==> config.mk <==
export PLATFORM = sky130hd
export DESIGN_NAME = regfile_dump
export DESIGN_NICKNAME = d
export VERILOG_FILES = /design/src/rtl/regfile_dump_pkg.sv /design/src/rtl/regfile_dump.sv
export SDC_FILE = /design/constraint.sdc
export NUM_CORES = 1
export LEC_CHECK = 0
export ABC_CLOCK_PERIOD_IN_PS = 1900
export CAP_MARGIN = 10
export CORE_AREA = 10 10 59 109
export CTS_CLUSTER_SIZE = 40
export DETAILED_ROUTE_END_ITERATION = 7
export DIE_AREA = 0 0 69 119
export HOLD_SLACK_MARGIN = 0.03
export PLACE_DENSITY = 0.74
export RECOVER_POWER = 50
export REMOVE_ABC_BUFFERS = 1
export SYNTH_ARGS = -nofsm -noshare
export SYNTH_HDL_FRONTEND = slang
export SYNTH_SLANG_ARGS = --single-unit
==> constraint.sdc <==
create_clock -name clk -period 1.9 [get_ports clk]
set_input_delay 0.19 -clock clk [delete_from_list [all_inputs] [get_ports clk]]
set_output_delay 0.19 -clock clk [all_outputs]
set_load 0.005 [all_outputs]
==> src/rtl/regfile_dump_pkg.sv <==
// Shared types and constants for the register-file debug dump engine.
// REGFILE_DUMP_SKIP_X0_EN moves the first dumped index from x0 to x1.
package regfile_dump_pkg;

  localparam int NREGS_DEF = 32;
  localparam int XLEN_DEF  = 32;
  localparam int IDX_W     = 5;

  typedef enum logic [1:0] {
    ST_IDLE = 2'd0,
    ST_READ = 2'd1,
    ST_SEND = 2'd2,
    ST_DONE = 2'd3
  } state_e;

`ifdef REGFILE_DUMP_SKIP_X0_EN
  localparam logic [IDX_W-1:0] FIRST_IDX = 5'd1;
`else
  localparam logic [IDX_W-1:0] FIRST_IDX = 5'd0;
`endif

endpackage

==> src/rtl/regfile_dump.sv <==
// Walks the register file through a spare read port and streams each value on valid/ready.
// Build option REGFILE_DUMP_SKIP_X0_EN: start the walk at x1 instead of x0.
module regfile_dump
  import regfile_dump_pkg::*;
#(
  parameter int NREGS = NREGS_DEF,
  parameter int XLEN  = XLEN_DEF
) (
  input  logic             clk,
  input  logic             reset,
  input  logic             start,
  output logic [IDX_W-1:0] ra,
  input  logic [XLEN-1:0]  rd,
  output logic             out_valid,
  input  logic             out_ready,
  output logic [XLEN-1:0]  out_data,
  output logic [IDX_W-1:0] out_idx,
  output logic             out_last,
  output logic             busy,
  output logic             done
);

  localparam logic [IDX_W-1:0] LAST_IDX = IDX_W'(NREGS - 1);

  state_e           r_state;
  logic [IDX_W-1:0] r_idx;
  logic             r_out_valid;
  logic [XLEN-1:0]  r_out_data;
  logic [IDX_W-1:0] r_out_idx;
  logic             r_out_last;
  logic             r_busy;
  logic             r_done;

  always_ff @(posedge clk or posedge reset) begin
    if (reset) begin
      r_state     <= ST_IDLE;
      r_idx       <= '0;
      r_out_valid <= 1'b0;
      r_out_data  <= '0;
      r_out_idx   <= '0;
      r_out_last  <= 1'b0;
      r_busy      <= 1'b0;
      r_done      <= 1'b0;
    end else begin
      case (r_state)
        ST_IDLE: begin
          if (start) begin
            r_idx   <= FIRST_IDX;
            r_busy  <= 1'b1;
            r_state <= ST_READ;
          end
        end
        // rd answers combinationally for ra (= r_idx) within this cycle
        ST_READ: begin
          r_out_data  <= rd;
          r_out_idx   <= r_idx;
          r_out_last  <= (r_idx == LAST_IDX);
          r_out_valid <= 1'b1;
          r_state     <= ST_SEND;
        end
        ST_SEND: begin
          if (out_ready) begin
            r_out_valid <= 1'b0;
            if (r_out_last) begin
              r_done  <= 1'b1;
              r_state <= ST_DONE;
            end else begin
              r_idx   <= r_idx + 1'b1;
              r_state <= ST_READ;
            end
          end
        end
        ST_DONE: begin
          r_done  <= 1'b0;
          r_busy  <= 1'b0;
          r_state <= ST_IDLE;
        end
        default: r_state <= ST_IDLE;
      endcase
    end
  end

  // The index register drives the read port directly so ra never glitches
  assign ra        = r_idx;
  assign out_valid = r_out_valid;
  assign out_data  = r_out_data;
  assign out_idx   = r_out_idx;
  assign out_last  = r_out_last;
  assign busy      = r_busy;
  assign done      = r_done;

endmodule
# --- Word-level counts from Yosys, hierarchy flattened ---
# Cells that the tools add are included.
op_classes:
  bitwise: 0
  shift: 0
  add_sub_neg: 1
  multipliers: 0
  div: 0
  n_reduce_logical: 10
  n_mux: 15
  eq_ne: 8
  order_cmp: 0
ops:
  columns: ["op", "n"]
  rows:
  - ["two-way mux 5 bit", 3]
  - ["one-hot mux 5 bit (2 select lines)", 1]
  - ["!= test 2 bit (second input constant)", 4]
  - ["one-hot mux 2 bit (4 select lines)", 1]
  - ["nonzero test 2 bit", 4]
  - ["two-way mux 2 bit", 3]
  - ["one-hot mux 1 bit (2 select lines)", 3]
  - ["AND reduction 2 bit", 3]
  - ["adder 5 x 1 -> 5 bit (second input constant)", 1]
  - ["== test 5 bit (second input constant)", 1]
  - ["== test 2 bit (second input constant)", 2]
  - ["two-way mux 1 bit", 4]
  - ["AND reduction 4 bit", 1]
  - ["AND reduction 3 bit", 1]
  - ["== test 2 x 1 -> 1 bit (second input constant)", 1]
  - ["zero test 2 bit", 1]
word_totals:
  n_memories: 0
  latch_bits: 0
  ramBits: 0
  word_cells: 42
  reg_bits: 48
  in_bits: 36
  mem_bits_ro: 0

# --- Depth between registers and ports, before layout ---
logic_depth:
  depth_word: 4
  mapped_depth: 5
  ltp_nobuf: 5

# --- Least setup slack after synthesis ---
# No wires, ideal clock.
synth_path:
  path_kind: "register to register"
  start: "register r_idx[0] (netlist: ra[0])"
  end: "register r_idx[4] (netlist: ra[4])"
  required_ns: 1.779
  arrival_time_ns: 1.233
  path_stages_with_launch: 5
  path_buffers: 0
  setup_slack_ns: 0.546
  path_cell_list: "dfrtp_1 -> ha_1 -> and3_1 -> ha_1 -> a22o_1"
synth_between:
  elab_chain_len: 4
synth_rtl:
  columns: ["element", "line_no", "text"]
  rows:
  - ["from (decl)", "regfile_dump.sv:26", "logic [IDX_W-1:0] r_idx;"]
  - ["from (signal assigned)", "regfile_dump.sv:68", "r_idx <= r_idx + 1'b1;"]
  - ["adder 5 x 1 -> 5 bit", "regfile_dump.sv:68", null]
  - ["two-way mux 5 bit", "regfile_dump.sv:64", "if (r_out_last) begin"]
  - ["two-way mux 5 bit", "regfile_dump.sv:62", "if (out_ready) begin"]
  - ["one-hot mux 5 bit (2 select lines)", "regfile_dump.sv:45", "case (r_state)"]
# Every way passes these cells. The select of a mux whose other input is x is not followed.
# A chain may end at the register's enable or synchronous reset.

# --- Worst setup path after layout ---
layout_path:
  start: "register r_idx[2] (netlist: ra[2])"
  end: "output ra[2]"
layout_lines:
  columns: ["element", "line_no", "text"]
  rows:
  - ["to (decl)", "regfile_dump.sv:12", "output logic [IDX_W-1:0] ra,"]
# No word-level cell between the ends.

==> qor.yml <==
ios: 82
cp_max_fo: 6
comb_power_share_pct: 42.4
cts.htree.levels: 2
switchingPower_uw: 1150
clk_pin_slew_worst_paths_ns: 0.09
seq_area_um2: 1200
setup_ws_ns: 0.427
synth_top_area_share_pct: 64.0
hold_violations: 0
tightest_slew_ns: 0.680
track_usage_pct: 11.0
hp-class: "in -> async"
yosys.cell_types.count: 25
clockPowerShare_pct: 18.4
num_vias: 1316
ctsHoldBuffers: 0
yosysWarnings: 0
final.setup_skew_ns: 0.00630
avgSynthCellArea_um2: 15.1
min_period_ns: 1.47
synth_common_cells: "dfrtp_1, mux2_2, a21oi_1, buf_2, inv_1"
status: "finished, final reports clean"
p_int_uw: 3110
num_rows: 36
overflow: 0
n_antenna_cell: 0
root_buffer: "clkbuf_8"
die_area_um2: 8210
critPathRequiredTime_ns: 1.71
arrival_ns: 1.28
grt_max_degree: 41
cts_buffer_depth: 2
cts.sink_count: 48
fmax_ghz: 0.679
antenna_found_initial: 0
start_kind: "flop"
max_stage_delay_ns: 0.54
detail_route.wl_per_cell_um: 16.7
synth_area_um2: 1880
synth_area_leaders: "dfrtp_1, mux2_2, mux2_1"
cts_setup_buffers: 0
setup_violations: 0
post_cts.resized_instances: 0
fp.dieH_um: 119
rsz0062_at_grt: "no"
ir_worst_vdd_v: 0.000912
cts_inserted_buffers: 5
power_density_nw_per_um2: 1470
fin_crit_sh_pct: 77.5
final_cell_area_um2: 2900
port_buffers: 81
final.fill_count: 417
async_flop_share_pct: 100
synth-seq-cells: 48
p_sw_share_pct: 27.0
syn_to_final_growth_pct: 54.3
worst-path-buf-inv: 1
leakage_uw: 0.00126
synthCells: 124
grt_pass1_wl_um: 7670
dp.final_hpwl_um: 3540
slowest_stage: "clkdlybuf4s50_1"
fp.coreArea_um2: 4770
synth_flop_cell: "dfrtp_1"
grt_pass1_vias: 1509
multi_input_area_um2: 636
cts_tree: "built"
avgViaCountPerCell: 4.89
final_nets: 249
critPathKind: "reg -> out"
place_ws_ns: 0.276
gp_congestion: 0.763
cp_cell_sequence: "clkdlybuf4s50_1"
drtIter0Drc: 66
drv_cap: 0
ys_seq_area_share_pct: 64.0
final_layout_size_suffix_gt1_share_pct: 22.2
yosysMostFrequentCell: "dfrtp_1"
relSlewSlack_pct: 54.6
seqPwrFrac_pct: 39.3
drv_slew: 0
cpLargestDelayFamily: "buffers and inverters"
synth_largest_area_cell: "dfrtp_1"
die_w_um: 69
drc: 0
drtAntennaViolNets: 0
initial_core_util_pct: 39.3
dr.pass1.iters: 2
synth_edf_count: 0
postPlaceCellArea_um2: 2790
wl_um: 4500
cp-end-kind: "output pin"
clk_latency_ns: 0.29
## registers in the layout, summed over array words and instances, names as in the netlist
name,cells
out_valid,1
r_state,2
out_last,1
done,1
busy,1
out_idx,5
out_data,32
ra,5
## power by group through the flow
stage / Combinational, µW / Clock (µW) / Sequential [µW]
2_1_floorplan: 735 / 0 / 1730
3_3_place_gp: 1870 / 0 / 1680
3_5_place_dp: 1910 / 0 / 1710
4_1_cts: 1910 / 809 / 1690
5_1_grt: 1960 / 856 / 1740
6_report: 1800 / 782 / 1670
## path summary, 6_finish.rpt
kind | from | end | slack, ns | depth (start not counted)
min in group clk | out_data[19] | out_data[19] | 0.49 | 1
max in group asynchronous | reset | out_data[19] | 0.53 | 3
worst max-delay path | ra[2] | ra[2] | 0.43 | 1
worst max register to register | r_state[1] | out_data[11] | 0.44 | 3
worst min register to register | out_data[19] | out_data[19] | 0.49 | 1
worst min-delay path | reset | out_data[4] | 0.43 | 2
## cells in the final DEF, fill, tap and decap left out, drive strengths merged
| cell type | instances |
|---|---|
| a211oi | 1 |
| a21oi | 5 |
| a22o | 3 |
| a31oi | 1 |
| and2b | 1 |
| and3 | 1 |
| and4bb | 1 |
| buf | 2 |
| bufinv | 1 |
| clkbuf | 9 |
| clkdlybuf4s50 | 64 |
| dfrtp | 48 |
| dlygate4sd3 | 17 |
| ha | 2 |
| inv | 4 |
| mux2 | 38 |
| mux2i | 1 |
| nand2 | 2 |
| nand2b | 1 |
| nand4 | 1 |
| nor2 | 1 |
| nor2b | 1 |
| nor4bb | 1 |
| o21ai | 2 |
| o21ba | 1 |
| o22ai | 1 |
| o2bb2ai | 1 |
| or2 | 1 |
## layer usage
metal	wire length, µm	global-route usage [%]
met5	0	0
met3	637	7.32
met4	33	3.42
met1	1950	13.5
met2	1880	15.2
## cell type report
type / instances / area share [%]
tap: 57 / 2.46
clock inverter: 1 / 1.04
clock buffer: 7 / 3.33
multi-input combinational: 67 / 21.9
sequential: 48 / 41.5
inverter: 4 / 0.518
timing repair buffer: 85 / 29.2
## kinds of logic after synthesis
| kind of cell | Yosys count | share of synthesized area [%] |
|---|---|---|
| AO/OA/AOI/OAI | 15 | 5.33 |
| adder cells (fa/ha/maj) | 2 | 1.33 |
| buffers and inverters | 9 | 2.13 |
| flip-flops | 48 | 64.0 |
| multiplexers | 39 | 23.3 |
| AND/OR/NAND/NOR | 11 | 3.87 |
## stage by stage
| stage | total power, µW | setup TNS (ns) | cells | utilization (%) | hold slack (ns) |
|---|---|---|---|---|---|
| global route | 4560 | 0 | 269 | 60.7 | 0.488 |
| CTS | 4410 | 0 | 269 | 61.1 | 0.205 |
| finish | 4260 | 0 | 269 | 60.7 | 0.432 |
| global placement | 3560 | 0 | 261 | 58.4 | 0.468 |
| floorplan | 2470 | -0.868 | 119 | - | 0.325 |
| detailed placement | 3610 | 0 | 261 | 58.4 | 0.485 |
Note: power is estimated with default switching activity, not from simulation.
